==> src/rtl/mem_access_unit.sv <==
// Memory-side stage for the multicycle core: turns level control lines into a
// req/ack memory transaction and owns the IR and MDR.
module mem_access_unit #(
  parameter int DATA_W         = 32,
  parameter int ADDR_W         = 32,
  parameter int TIMEOUT_CYCLES = 15
) (
  input  logic              clock,
  input  logic              reset,
  input  logic [ADDR_W-1:0] pc,
  input  logic [ADDR_W-1:0] alu_out,
  input  logic [DATA_W-1:0] wr_data,
  input  logic              IorD_ctrl,
  input  logic              MemRead_ctrl,
  input  logic              MemWrite_ctrl,
  input  logic              IRWrite_ctrl,
  output logic              mem_req,
  output logic              mem_we,
  output logic [ADDR_W-1:0] mem_addr,
  output logic [DATA_W-1:0] mem_wdata,
  input  logic              mem_ack,
  input  logic [DATA_W-1:0] mem_rdata,
  output logic [DATA_W-1:0] instr_reg,
  output logic [5:0]        opcode,
  output logic [DATA_W-1:0] mdr,
  output logic              busy,
  output logic              done,
  output logic              err
);

  typedef enum logic [1:0] {S_IDLE, S_REQ, S_DONE, S_ERR} state_t;

  // Last REQ cycle index that may still wait for ack.
  localparam logic [7:0] TO_LAST = 8'(TIMEOUT_CYCLES - 1);

  state_t            r_state, w_next;
  logic [ADDR_W-1:0] r_addr;
  logic              r_we;
  logic [DATA_W-1:0] r_wdata;
  logic              r_ir_en;
  logic [7:0]        r_cnt;
  logic [DATA_W-1:0] r_ir;
  logic [DATA_W-1:0] r_mdr;
  logic              r_err;

  logic              w_idle, w_in_req;
  logic              w_start_rd, w_start_wr, w_conflict, w_timeout;
  logic [ADDR_W-1:0] w_sel_addr, w_addr;

  assign w_idle     = (r_state == S_IDLE);
  assign w_in_req   = (r_state == S_REQ);
  assign w_start_rd = w_idle &  MemRead_ctrl & ~MemWrite_ctrl;
  assign w_start_wr = w_idle & ~MemRead_ctrl &  MemWrite_ctrl;
  assign w_conflict = w_idle &  MemRead_ctrl &  MemWrite_ctrl;
  assign w_timeout  = w_in_req & ~mem_ack & (r_cnt == TO_LAST);
  assign w_sel_addr = IorD_ctrl ? alu_out : pc;
  assign w_addr     = {w_sel_addr[ADDR_W-1:2], 2'b00};

  always_ff @(posedge clock) begin
    if (reset) r_state <= S_IDLE;
    else       r_state <= w_next;
  end

  always_comb begin
    w_next = r_state;
    case (r_state)
      S_IDLE: begin
        if (w_conflict)                   w_next = S_ERR;
        else if (w_start_rd | w_start_wr) w_next = S_REQ;
      end
      S_REQ: begin
        if (mem_ack)        w_next = S_DONE;
        else if (w_timeout) w_next = S_ERR;
      end
      S_DONE:  w_next = S_IDLE;
      S_ERR:   w_next = S_ERR;
      default: w_next = S_IDLE;
    endcase
  end

  // Request latch, wait counter and IR/MDR capture.
  always_ff @(posedge clock) begin
    if (reset) begin
      r_addr  <= '0;
      r_we    <= 1'b0;
      r_wdata <= '0;
      r_ir_en <= 1'b0;
      r_cnt   <= '0;
      r_ir    <= '0;
      r_mdr   <= '0;
      r_err   <= 1'b0;
    end else begin
      if (w_start_rd | w_start_wr) begin
        r_addr  <= w_addr;
        r_we    <= w_start_wr;
        r_ir_en <= w_start_rd & IRWrite_ctrl;
        r_cnt   <= '0;
        if (w_start_wr) r_wdata <= wr_data;
      end
      if (w_in_req) begin
        if (mem_ack) begin
          if (!r_we) begin
            r_mdr <= mem_rdata;
            if (r_ir_en) r_ir <= mem_rdata;
          end
        end else begin
          r_cnt <= r_cnt + 8'd1;
        end
      end
      if (w_conflict | w_timeout) r_err <= 1'b1;
    end
  end

  assign mem_req   = w_in_req;
  assign busy      = w_in_req;
  assign done      = (r_state == S_DONE);
  assign err       = r_err;
  assign mem_we    = r_we;
  assign mem_addr  = r_addr;
  assign mem_wdata = r_wdata;
  assign instr_reg = r_ir;
  assign opcode    = r_ir[DATA_W-1 -: 6];
  assign mdr       = r_mdr;

endmodule

==> config.mk <==
export PLATFORM = sky130hd
export DESIGN_NAME = mem_access_unit
export DESIGN_NICKNAME = d
export VERILOG_FILES = /design/src/rtl/mem_access_unit.sv
export SDC_FILE = /design/constraint.sdc
export NUM_CORES = 1
export LEC_CHECK = 0
export CORE_MARGIN = 10
export CORE_UTILIZATION = 38
export DETAILED_ROUTE_END_ITERATION = 16
export DONT_BUFFER_PORTS = 1
export GPL_TIMING_DRIVEN = 0
export PLACE_DENSITY = 0.48
export SKIP_LAST_GASP = 1
export SYNTH_ARGS = -nofsm -noshare
export SYNTH_HDL_FRONTEND = slang
export SYNTH_SLANG_ARGS = --single-unit
==> constraint.sdc <==
create_clock -name clock -period 1.8 [get_ports clock]
set_input_delay 0.27 -clock clock [delete_from_list [all_inputs] [get_ports clock]]
set_output_delay 0.27 -clock clock [all_outputs]
set_load 0.01 [all_outputs]
[After elaboration in Yosys (flattened, before gate mapping)]
Index checks and enable logic that the tools add are counted.
Storage, ports and cells
  input bits: 135
  register bits after elaboration: 139
Cells by class
  reduce and logical (&&, ||, !) cells: 5
  mux-type cells: 9
  add/sub/neg operators: 1
  bitwise gates (word level): 14
  eq/ne operators: 6
Operator list (number)
  two-way mux 32 bit: 1
  two-way mux 8 bit: 3
  adder 8 x 1 -> 8 bit (second input constant): 1
  AND 1 bit: 8
  == test 8 x 4 -> 1 bit (second input constant): 1
  two-way mux 2 bit: 4
  case mux 2 bit (4 select lines): 1
  == test 2 bit (second input constant): 2
  NOT 1 bit: 4
  AND reduction 2 bit: 2
  AND reduction 4 bit: 1
  inequality test 3 x 1 -> 1 bit (second input constant): 1
  inequality test 3 x 2 -> 1 bit (second input constant): 1
  AND reduction 3 bit: 1
  == test 2 x 1 -> 1 bit (second input constant): 1
  zero test 2 bit: 1
  OR 1 bit: 2

[Longest topological paths before layout]
  depth in word-level cells: 7
  gate-level depth with buffers: 6

[Least setup slack after synthesis]
Ideal clock, no wire load.
  path kind: input port to flip-flop
  start: input MemRead_ctrl
  end: register r_wdata[10], in the netlist mem_wdata[10]
  arrival time: 1339 ps
  stages: 6
  path buffers: 3
  setup slack: 329 ps
  cells stage by stage: buf_2 -> or4b_1 -> clkbuf_1 -> clkbuf_1 -> nand2_1 -> a21oi_1
Between the ends
  word-level cells in the longest chain between the ends: 5
RTL lines
  start: declaration: line 14  | input logic MemRead_ctrl,
  NOT 1 bit: line 53  | assign w_start_wr = w_idle & ~MemRead_ctrl & MemWrite_ctrl;
  AND 1 bit (2 in series): line 53
  OR 1 bit: line 93  | if (w_start_rd | w_start_wr) begin
  AND reduction 2 bit (no source line) *
  end signal: assignment: line 98  | if (w_start_wr) r_wdata <= wr_data;
  end: declaration: line 39  | logic [DATA_W-1:0] r_wdata;
Mark *: on every way between the ends. The rest lies on a longest branch, timed or not.
A chain may end at the register's enable or synchronous reset.

[Worst setup path in the final report]
  start: register r_state[1]
  end: output done
Between the ends
  word-level cells in the longest chain between the ends: 1
RTL lines
  start: declaration: line 36  | state_t r_state, w_next;
  start signal: assignment: line 61  | else r_state <= w_next;
  == test 2 bit: line 116  | assign done = (r_state == S_DONE);
  end: declaration: line 27  | output logic done,
Every way passes these cells.

==> results.cfg <==
[timing]
fmax_mhz = 601
setup_violations = 0
finalCritPeriodShare_pct = 92.4
hold_viol = 0
rsz0062_at_grt = yes
fin_ws_ns = 0.136
fin_setup_tns_ns = 0
worst_hold_slack_ns = 0.0218
fin_crit_ns = 1.66
skew_ns = 0.00742
slew_viol_final = 0
slew_headroom_pct = 50.3
tightestPinTransition_ns = 0.746

[setup_path]
critical_path_required_ns = 1.53
cp_max_fo = 10
worstPathBufferInverterCount = 2
worst-setup-path-type = register to primary output
cp.arrival_ns = 1.39
timing.rr.start = r_state[1]
cp_cell_sequence = buf_2 > inv_1 > nor2_1
rrSetupSlack_ns = 0.14
r2r_cells = 5
slowest_delay_ns = 0.37
critical-path-top-delay-family = flip-flops
timing.rr.end = mem_wdata[26]
slowest_stage = dfxtp_1
cp-end-kind = primary output
start_kind = register

[global_routing]
grt.overflow.total = 0
antenna_found_initial = 2
grt_pass1_vias = 5159
grt_max_degree = 17
grtUsageTotal_pct = 18.2
grt_pass1_wl_mm = 29.1

[floorplan]
die-area_um2 = 19800
coreArea_um2 = 14400
die_h_um = 141
die_w_um = 141
initial_core_util_pct = 38.4
rows = 44
io_pins = 274

[power_and_ir_drop]
pwr-share-comb_pct = 10.8
finalPower_mw = 7.85
seq_power_share_pct = 44.4
vdd_ir_drop_max_uv = 641
leakage_nw = 2.52
switching_share_pct = 25.3
power.clock.fraction_pct = 44.8
p_switching_mw = 1.99
p_int_mw = 5.86
p_per_area_nw_per_um2 = 1110

[worst_hold_path]
worstHoldPathCells = 2
hold_start = mem_rdata[5]
holdCritPathClass = primary input to register
worst_hold_path.endpoint = instr_reg[5]

[route]
vias_per_cell = 5.34
drt_iter0_drc = 192
firstDrtPassIters = 5
wire_per_inst_um = 19.9
drt-total-wl_mm = 18.8
num_vias = 5040
drc = 0
ant_nets = 0

[finish]
final_core_util_pct = 48.8
area_growth_pct = 27.0
final_layout_size_suffix_gt1_share_pct = 8.84
stdcell_count = 944
fin_area_um2 = 7040
fin_nets = 882

[logic_synthesis]
synth.most_common_cell = dfxtp_1
synth.top_cell.area_share_pct = 50.2
ys_top_cells_by_area = dfxtp_1 50%, a21oi_1 12%, nand2_1 8.9%
synth_flop_cell = dfxtp_1
synthCells = 664
yosysSeqAreaShare_pct = 50.2
synth.largest_area_cell = dfxtp_1
synth-edff-count = 0
ys_async_sr_fraction_pct = 0
syn-cell-area_um2 = 5540
yosys-top-cells-count = 139 x dfxtp_1, 135 x a21oi_1, 132 x nand2_1
ys_warn_count = 0
yosysUniqueCellTypes = 36
avgSynthCellArea_um2 = 8.35
ys_seq_elements = 139

[clock_tree]
cts_max_path_buffers = 2
htree_levels = 4
cts_setup_buffers = 0
root_buffer = clkbuf_16
cts_tree = yes
numCtsBuffers = 17
clock_sinks = 139
clkSlewWorstSetupHoldPaths_ns = 0.05
clk_latency_ns = 0.41

[placed_design]
io_buffer_count = 0
placed_cells = 849
dpl.hpwl_mm = 14.0
dpl_cell_area_um2 = 5780
place_congestion = 0.802
pre_cts_slack_ns = -0.180

[flow_run]
drv_cap = 0

[status]
status = completed
## timing repair
item	4_1_cts	5_1_grt
endpoints found under the setup margin	69	65
pin swaps	0	0
gates resized for setup	4	11
hold buffers	63	0
hold endpoints to repair	77	0
## placed cells by master, fill, tap and decap left out, drive strengths merged, types with 7 or more instances in the layout
cell | Yosys | final
a211oi | 32 | 32
nand2 | 132 | 132
a21oi | 135 | 135
dlygate4sd3 | 0 | 63
nand3 | 36 | 36
nor2 | 7 | 7
clkbuf | 40 | 68
dfxtp | 139 | 139
buf | 29 | 25
o21ai | 41 | 41
mux2i | 31 | 31
## routing by layer
metal  global-route usage, %  wire, um  vias to the layer above
li1                        -         -                     2455
met1                    19.8      7140                     2351
met2                    30.6      9410                      213
met3                    8.63      1980                       21
met4                    6.20       281                        0
met5                       0         0                        -
## layout make-up
type / count / area [um2]
clock inverters: 6 / 82.6
multi-input cells: 452 / 2450
repair buffers: 63 / 631
well taps: 184 / 230
inverters: 5 / 18.8
flip-flops and latches: 139 / 2780
fillers: 1394 / 7380
clock buffers: 26 / 519
diodes: 2 / 5.00
plain buffers: 67 / 323
## cells by family after synthesis
family,after synthesis,synth area share (%)
AOI/OAI and AO/OA,213,20.9
xor gates and xnor gates,3,0.474
adders and majority gates,2,0.451
buffers and inverters,74,6.03
DFF,139,50.2
muxes,31,5.60
other,1,0.0677
and+or+nand+nor,201,16.2
## how the worst max path moves through the flow
stage / from / to / slack (ns) / cells after the start
after floorplan: MemRead_ctrl / mem_wdata[10] / 0.33 / 6
after global placement: reset / mem_wdata[28] / -0.12 / 4
after detailed placement: reset / mem_wdata[27] / -0.18 / 4
after CTS: r_state[0] / mem_req / -0.01 / 3
after global routing: r_state[1] / done / -0.007 / 3
final: r_state[1] / done / 0.14 / 3
## power by group through the flow
stage | Combinational, mW | Clock (mW) | Sequential, mW
2_1_floorplan | 0.556 | 0 | 3.48
3_3_place_gp | 0.702 | 0 | 3.55
3_5_place_dp | 0.723 | 0 | 3.55
4_1_cts | 0.847 | 3.60 | 3.49
5_1_grt | 0.961 | 3.71 | 3.51
6_report | 0.850 | 3.52 | 3.48
(Power assumes the default switching activity.)
